$ cat config.mk
export PLATFORM = sky130hd
export DESIGN_NAME = l2_arbiter_nport
export DESIGN_NICKNAME = d
export VERILOG_FILES = /design/src/rtl/l2_arb_pkg.sv /design/src/rtl/l2_arbiter_nport_rr_picker.sv /design/src/rtl/l2_arbiter_nport.sv
export SDC_FILE = /design/constraint.sdc
export NUM_CORES = 1
export LEC_CHECK = 0
export ABC_CLOCK_PERIOD_IN_PS = 3900
export CAP_MARGIN = 10
export CORE_AREA = 2 2 541 543
export DETAILED_ROUTE_END_ITERATION = 6
export DIE_AREA = 0 0 543 545
export GPL_TIMING_DRIVEN = 0
export PLACE_DENSITY = 0.3
export SYNTH_ARGS = -nofsm -noshare
export SYNTH_HDL_FRONTEND = slang
export SYNTH_SLANG_ARGS = --single-unit
$ cat constraint.sdc
create_clock -name clk -period 3.9 [get_ports clk]
set_clock_uncertainty 0.2 [all_clocks]
set_input_delay 0.39 -clock clk [delete_from_list [all_inputs] [get_ports clk]]
set_output_delay 0.39 -clock clk [all_outputs]
set_load 0.005 [all_outputs]
$ cat src/rtl/l2_arb_pkg.sv
// Shared types and helpers for the N-port L1-to-L2 arbiter.
package l2_arb_pkg;

   typedef enum logic {
      IDLE = 1'b0,
      BUSY = 1'b1
   } arb_state_t;

   localparam int ARB_RR    = 1;
   localparam int ARB_FIXED = 0;

   // Index width that stays at least one bit wide, so a single-port build still has a grant_idx.
   function automatic int clog2_min1(input int n);
      return (n <= 1) ? 1 : $clog2(n);
   endfunction

endpackage

$ cat src/rtl/l2_arbiter_nport_rr_picker.sv
// Combinational winner selection: round-robin from ptr when rr_en, otherwise lowest pending index.
module rr_picker
   import l2_arb_pkg::*;
#(
   parameter int N     = 2,
   parameter int IDX_W = clog2_min1(N)
) (
   input  logic [N-1:0]     pending,
   input  logic [IDX_W-1:0] ptr,
   input  logic             rr_en,
   output logic [IDX_W-1:0] winner_idx,
   output logic             any_pending
);

   // Scan upward from the base index with wrap; fixed priority is the same scan from port 0.
   always_comb begin
      int               base;
      int               cand;
      logic [IDX_W-1:0] cand_idx;
      logic             found;
      base       = rr_en ? int'(ptr) : 0;
      cand       = 0;
      cand_idx   = '0;
      found      = 1'b0;
      winner_idx = '0;
      for (int k = 0; k < N; k++) begin
         cand = base + k;
         if (cand >= N) begin
            cand = cand - N;
         end
         cand_idx = IDX_W'(cand);
         if (!found && pending[cand_idx]) begin
            found      = 1'b1;
            winner_idx = cand_idx;
         end
      end
   end

   assign any_pending = |pending;

endmodule

$ cat src/rtl/l2_arbiter_nport.sv
// N-requester arbiter in front of the single-ported L2: picks one L1 port, latches its request,
// and holds the L2 inputs stable until the L2 completes.
module l2_arbiter_nport
   import l2_arb_pkg::*;
#(
   parameter int  N_PORTS = 2,
   parameter int  ADDR_W  = 32,
   parameter int  LINE_W  = 256,
   parameter int  RR_MODE = 1,
   localparam int IDX_W   = clog2_min1(N_PORTS)
) (
   input  logic                        clk,
   input  logic                        rst,
   input  logic [N_PORTS-1:0]          req_read,
   input  logic [N_PORTS-1:0]          req_write,
   input  logic [N_PORTS*ADDR_W-1:0]   req_address,
   input  logic [N_PORTS*LINE_W-1:0]   req_wdata,
   output logic [N_PORTS-1:0]          req_resp,
   output logic [LINE_W-1:0]           req_rdata,
   output logic                        l2_read,
   output logic                        l2_write,
   output logic [ADDR_W-1:0]           l2_address,
   output logic [LINE_W-1:0]           l2_wdata,
   input  logic                        l2_resp,
   input  logic [LINE_W-1:0]           l2_rdata,
   output logic                        grant_valid,
   output logic [IDX_W-1:0]            grant_idx
);

   arb_state_t        state;
   arb_state_t        state_next;
   logic [IDX_W-1:0]  rr_ptr;
   logic [IDX_W-1:0]  winner_idx;
   logic              any_pending;
   logic [N_PORTS-1:0] pending;
   logic              capture;
   logic              complete;
   logic [ADDR_W-1:0] sel_addr;
   logic [LINE_W-1:0] sel_wdata;
   logic              sel_write;
   logic [ADDR_W-1:0] cap_addr;
   logic [LINE_W-1:0] cap_wdata;
   logic              cap_write;

   assign pending = req_read | req_write;

   rr_picker #(
      .N     (N_PORTS),
      .IDX_W (IDX_W)
   ) u_picker (
      .pending     (pending),
      .ptr         (rr_ptr),
      .rr_en       (RR_MODE == ARB_RR),
      .winner_idx  (winner_idx),
      .any_pending (any_pending)
   );

   // Route the winning port's request fields; a simultaneous read+write is served as a write.
   always_comb begin
      sel_addr  = '0;
      sel_wdata = '0;
      sel_write = 1'b0;
      for (int i = 0; i < N_PORTS; i++) begin
         if (winner_idx == IDX_W'(i)) begin
            sel_addr  = req_address[i*ADDR_W +: ADDR_W];
            sel_wdata = req_wdata[i*LINE_W +: LINE_W];
            sel_write = req_write[i];
         end
      end
   end

   always_ff @(posedge clk) begin
      if (rst) begin
         state <= IDLE;
      end else begin
         state <= state_next;
      end
   end

   // L2 strobes come only from captured state; completion is passed straight back to the owner.
   always_comb begin
      state_next = state;
      capture    = 1'b0;
      complete   = 1'b0;
      l2_read    = 1'b0;
      l2_write   = 1'b0;
      req_resp   = '0;
      req_rdata  = '0;
      case (state)
         IDLE: begin
            if (any_pending) begin
               capture    = 1'b1;
               state_next = BUSY;
            end
         end
         BUSY: begin
            l2_read  = !cap_write;
            l2_write = cap_write;
            if (l2_resp) begin
               complete            = 1'b1;
               req_resp[grant_idx] = 1'b1;
               req_rdata           = l2_rdata;
               state_next          = IDLE;
            end
         end
         default: state_next = IDLE;
      endcase
   end

   // Capture registers and the round-robin pointer; the pointer moves past the port just served.
   always_ff @(posedge clk) begin
      if (rst) begin
         cap_addr  <= '0;
         cap_wdata <= '0;
         cap_write <= 1'b0;
         grant_idx <= '0;
         rr_ptr    <= '0;
      end else begin
         if (capture) begin
            cap_addr  <= sel_addr;
            cap_wdata <= sel_wdata;
            cap_write <= sel_write;
            grant_idx <= winner_idx;
         end
         if (complete && (RR_MODE == ARB_RR)) begin
            rr_ptr <= (grant_idx == IDX_W'(N_PORTS - 1)) ? '0 : grant_idx + IDX_W'(1);
         end
      end
   end

   assign grant_valid = (state == BUSY);
   assign l2_address  = cap_addr;
   assign l2_wdata    = cap_wdata;

endmodule

==> results of run 1 <==
-- what timing repair did --
item                                   CTS  global route
setup endpoints to repair              260             0
endpoints found under the hold margin   14             0
hold buffers                            14             0
resized for setup                       30             0
-- how the worst max path moves through the flow --
stage / depth (start not counted) / endpoint / start
floorplan: 5 / req_rdata[152] / grant_valid
global placement: 6 / l2_wdata[49] / req_write[1]
detailed placement: 6 / req_rdata[194] / grant_valid
CTS: 5 / req_rdata[6] / grant_valid
global route: 5 / req_rdata[247] / grant_valid
finish: 5 / req_rdata[6] / grant_valid
-- synth_stat cells --
master,count,area (um2)
dfxtp_1,292,5850
a311oi_1,288,2520
inv_1,288,1080
o21ai_0,288,1440
and3_1,257,1610
a221oi_2,220,3300
clkbuf_1,196,736
buf_2,76,380
a221oi_1,68,596
buf_8,18,270
buf_1,11,41.3
buf_6,6,67.6
buf_4,4,30.0
a21oi_1,3,15.0
nor2_1,3,11.3
nor2b_1,3,18.8
and2_1,2,12.5
buf_12,2,40.0
nand2b_1,2,12.5
nor3_1,2,10.0
o21bai_1,2,15.0
nor2_4,1,11.3
nor4_2,1,12.5
o21ai_1,1,5.00
o21ba_2,1,10.0
o311a_1,1,10.0
or2_1,1,6.26
or3_1,1,6.26
or4_1,1,7.51
-- through the flow --
step                std cells  setup WS (ns)  area, um2
floorplan                2039           1.89      18100
global route             7445         0.0192      38900
finish                   7490          0.162      39000
global placement         7325          -1.25      36900
detailed placement       7334          -1.11      37100
CTS                      7433        0.00835      38900
-- kinds of logic (layout without fill, tap and decap cells) --
kind of cell    Yosys count  in the layout  share of synthesized area
compound gates          872            872                      0.437
simple gates            274            274                     0.0947
other cells               0             57                          0
buf+inv                 601           2095                      0.146
flops                   292            292                      0.322
-- placed cells by master (no fill, tap or decap), drive strengths merged, types with 10 or more instances in the layout --
| master | count |
|---|---|
| o21ai | 289 |
| diode | 57 |
| buf | 126 |
| a221oi | 288 |
| clkbuf | 264 |
| clkdlybuf4s50 | 1376 |
| dlygate4sd3 | 14 |
| dfxtp | 292 |
| inv | 289 |
| a311oi | 288 |
| dlygate4sd2 | 10 |
| clkinv | 12 |
| and3 | 257 |
-- worst register-to-register path, stage by stage (launching register included) --
cell,delay [ns]
dfxtp_1,0.39
o21ba_2,0.27
buf_4,0.37
buf_2,0.68
clkbuf_1,0.81
o21ai_0,0.32
a221oi_2,0.27
-- power by group through the flow --
stage	logic [mW]	registers (mW)	clock network [mW]
floorplan	1.49	3.53	0
global placement	4.64	3.60	0
detailed placement	4.67	3.60	0
CTS	4.70	3.55	4.89
global route	4.85	3.57	4.93
finish	4.57	3.53	4.64
-- sequential cells by signal (all words and copies together) (netlist names) --
register / flops
cap_write: 1
grant_idx: 1
l2_wdata: 256
rr_ptr: 1
l2_address: 32
grant_valid: 1
-- area by class of cell --
| class | instances | area, um2 |
|---|---|---|
| fill | 33200 | 251000 |
| tap | 3900 | 4880 |
| antenna | 57 | 143 |
| clock inverter | 17 | 199 |
| multi-input combinational | 1146 | 9770 |
| clock buffer | 68 | 1390 |
| sequential | 292 | 5850 |
| timing repair buffer | 1409 | 14100 |
| inverter | 288 | 1080 |
| buffer | 313 | 1610 |
-- per-layer routing --
metal,global-route usage,up-vias,routed length [um]
met2,0.283,1303,121000
li1,-,11000,-
met1,0.187,12200,99600
met3,0.0658,346,24400
met5,0,-,943
met4,0.0333,148,5580
==> impl_metrics.yaml, run 1 <==
layout:
  fin_util: 0.135
  layout.nets: 4338
  drive_gt1_frac: 0.129
  area_delta_synth_final_pct: 115
pwr:
  seqPwrFrac: 0.277
  p_int_mw: 8.08
  netSwitchingFraction: 0.366
  p_leak_nw: 13.2
  powerDensity_mw_per_mm2: 327
  p_total_mw: 12.7
  p_sw_mw: 4.67
  clockPowerShare: 0.364
  irDropWorstVdd_v: 0.000308
  comb_power_share: 0.359
clocking:
  clock_latency_ns: 0.67
  cts_made_buffers: 49
  clk_transition_reported_paths_ns: 0.07
  htree_num_levels: 2
  cts_root_buffer: "clkbuf_16"
  ctsLongestPathBuffers: 3
  cts_tree: "yes"
  cts.sinks: 292
  cts_setup_buffers: 0
setup_path:
  cp_cell_sequence: "clkbuf_4 > clkbuf_2 > clkbuf_1 > and3_1 > clkdlybuf4s50_1"
  critPathMaxFanout: 10
  required_ns: 3.31
  rr_startpoint: "rr_ptr"
  ff2ff_path_depth: 6
  end_kind: "output pin"
  startpoint_type: "register"
  timing.rr.end: "l2_wdata[107]"
  crit_arrival_ns: 3.15
  path_class: "register to output pin"
  critical_path.max_stage_delay_ns: 0.58
  crit_buf_inv: 4
  r2r_setup_slack_ns: 0.53
  critPathSlowestCell: "clkdlybuf4s50_1"
  critPathTopFamily: "buffers and inverters"
sta:
  drv_slew: 0
  hold_ws_ns: 0.105
  worst_pin_slew_ns: 1.34
  finalHoldViolations: 0
  setup-tns-final_ns: 0
  grt_setup_unrepaired: "false"
  timing.slew.headroom: 0.0990
  period_needed_ns: 3.74
  setup_viol: 0
  fmax_ghz: 0.268
  fin_crit_sh: 0.958
global_routing:
  overflow: 0
  grt_pass1_wl_um: 308000
  antenna_found_initial: 187
  grt_pass1_vias: 25100
  grt_max_degree: 14
  grt_use_total: 0.163
detailed_routing:
  first_pass_iters: 5
  wl_per_cell_um: 33.6
  dr.first_iter.drc_count: 1423
  postRouteAntennaNets: 0
  vias: 25000
  wirelength_um: 252000
  drc_errors: 0
  routed_via_density: 3.33
logic_synthesis:
  synth_area_per_cell_um2: 8.89
  synth_warnings: 0
  synth_cell_types: 29
  ys_ff_latch: 292
  synth_area_mm2: 0.0181
  synthCells: 2039
  synth_seq_area_share: 0.322
  syn-num-nets: 2878
floorplanning:
  die_w_um: 543
  initial_core_util: 0.0625
  core-area_mm2: 0.290
  ios: 1389
  die_h_um: 545
  num_rows: 198
  die-area_mm2: 0.296
hold_path:
  min_to: "l2_wdata[11]"
  min_path_type: "primary input to register"
  hold_path_startpoint: "req_wdata[11]"
  min_path_cells: 3
run_status:
  status: "completed"
place:
  numPortBuffers: 1386
  gp_congestion: 0.915
  hpwl_um: 222000
flow_run:
  maxCapViolCount: 0
No activity file was read; power rests on OpenSTA's default activity.
==> run 2, diff against run 1 <==
--- a/config.mk
+++ b/config.mk
@@ -12,6 +12,7 @@
 export DIE_AREA = 0 0 543 545
 export GPL_TIMING_DRIVEN = 0
 export PLACE_DENSITY = 0.3
+export SKIP_LAST_GASP = 1
 export SYNTH_ARGS = -nofsm -noshare
 export SYNTH_HDL_FRONTEND = slang
 export SYNTH_SLANG_ARGS = --single-unit
==> results of run 2 <==
Same layout as run 1: the final DEF is identical, and so are final timing and power.
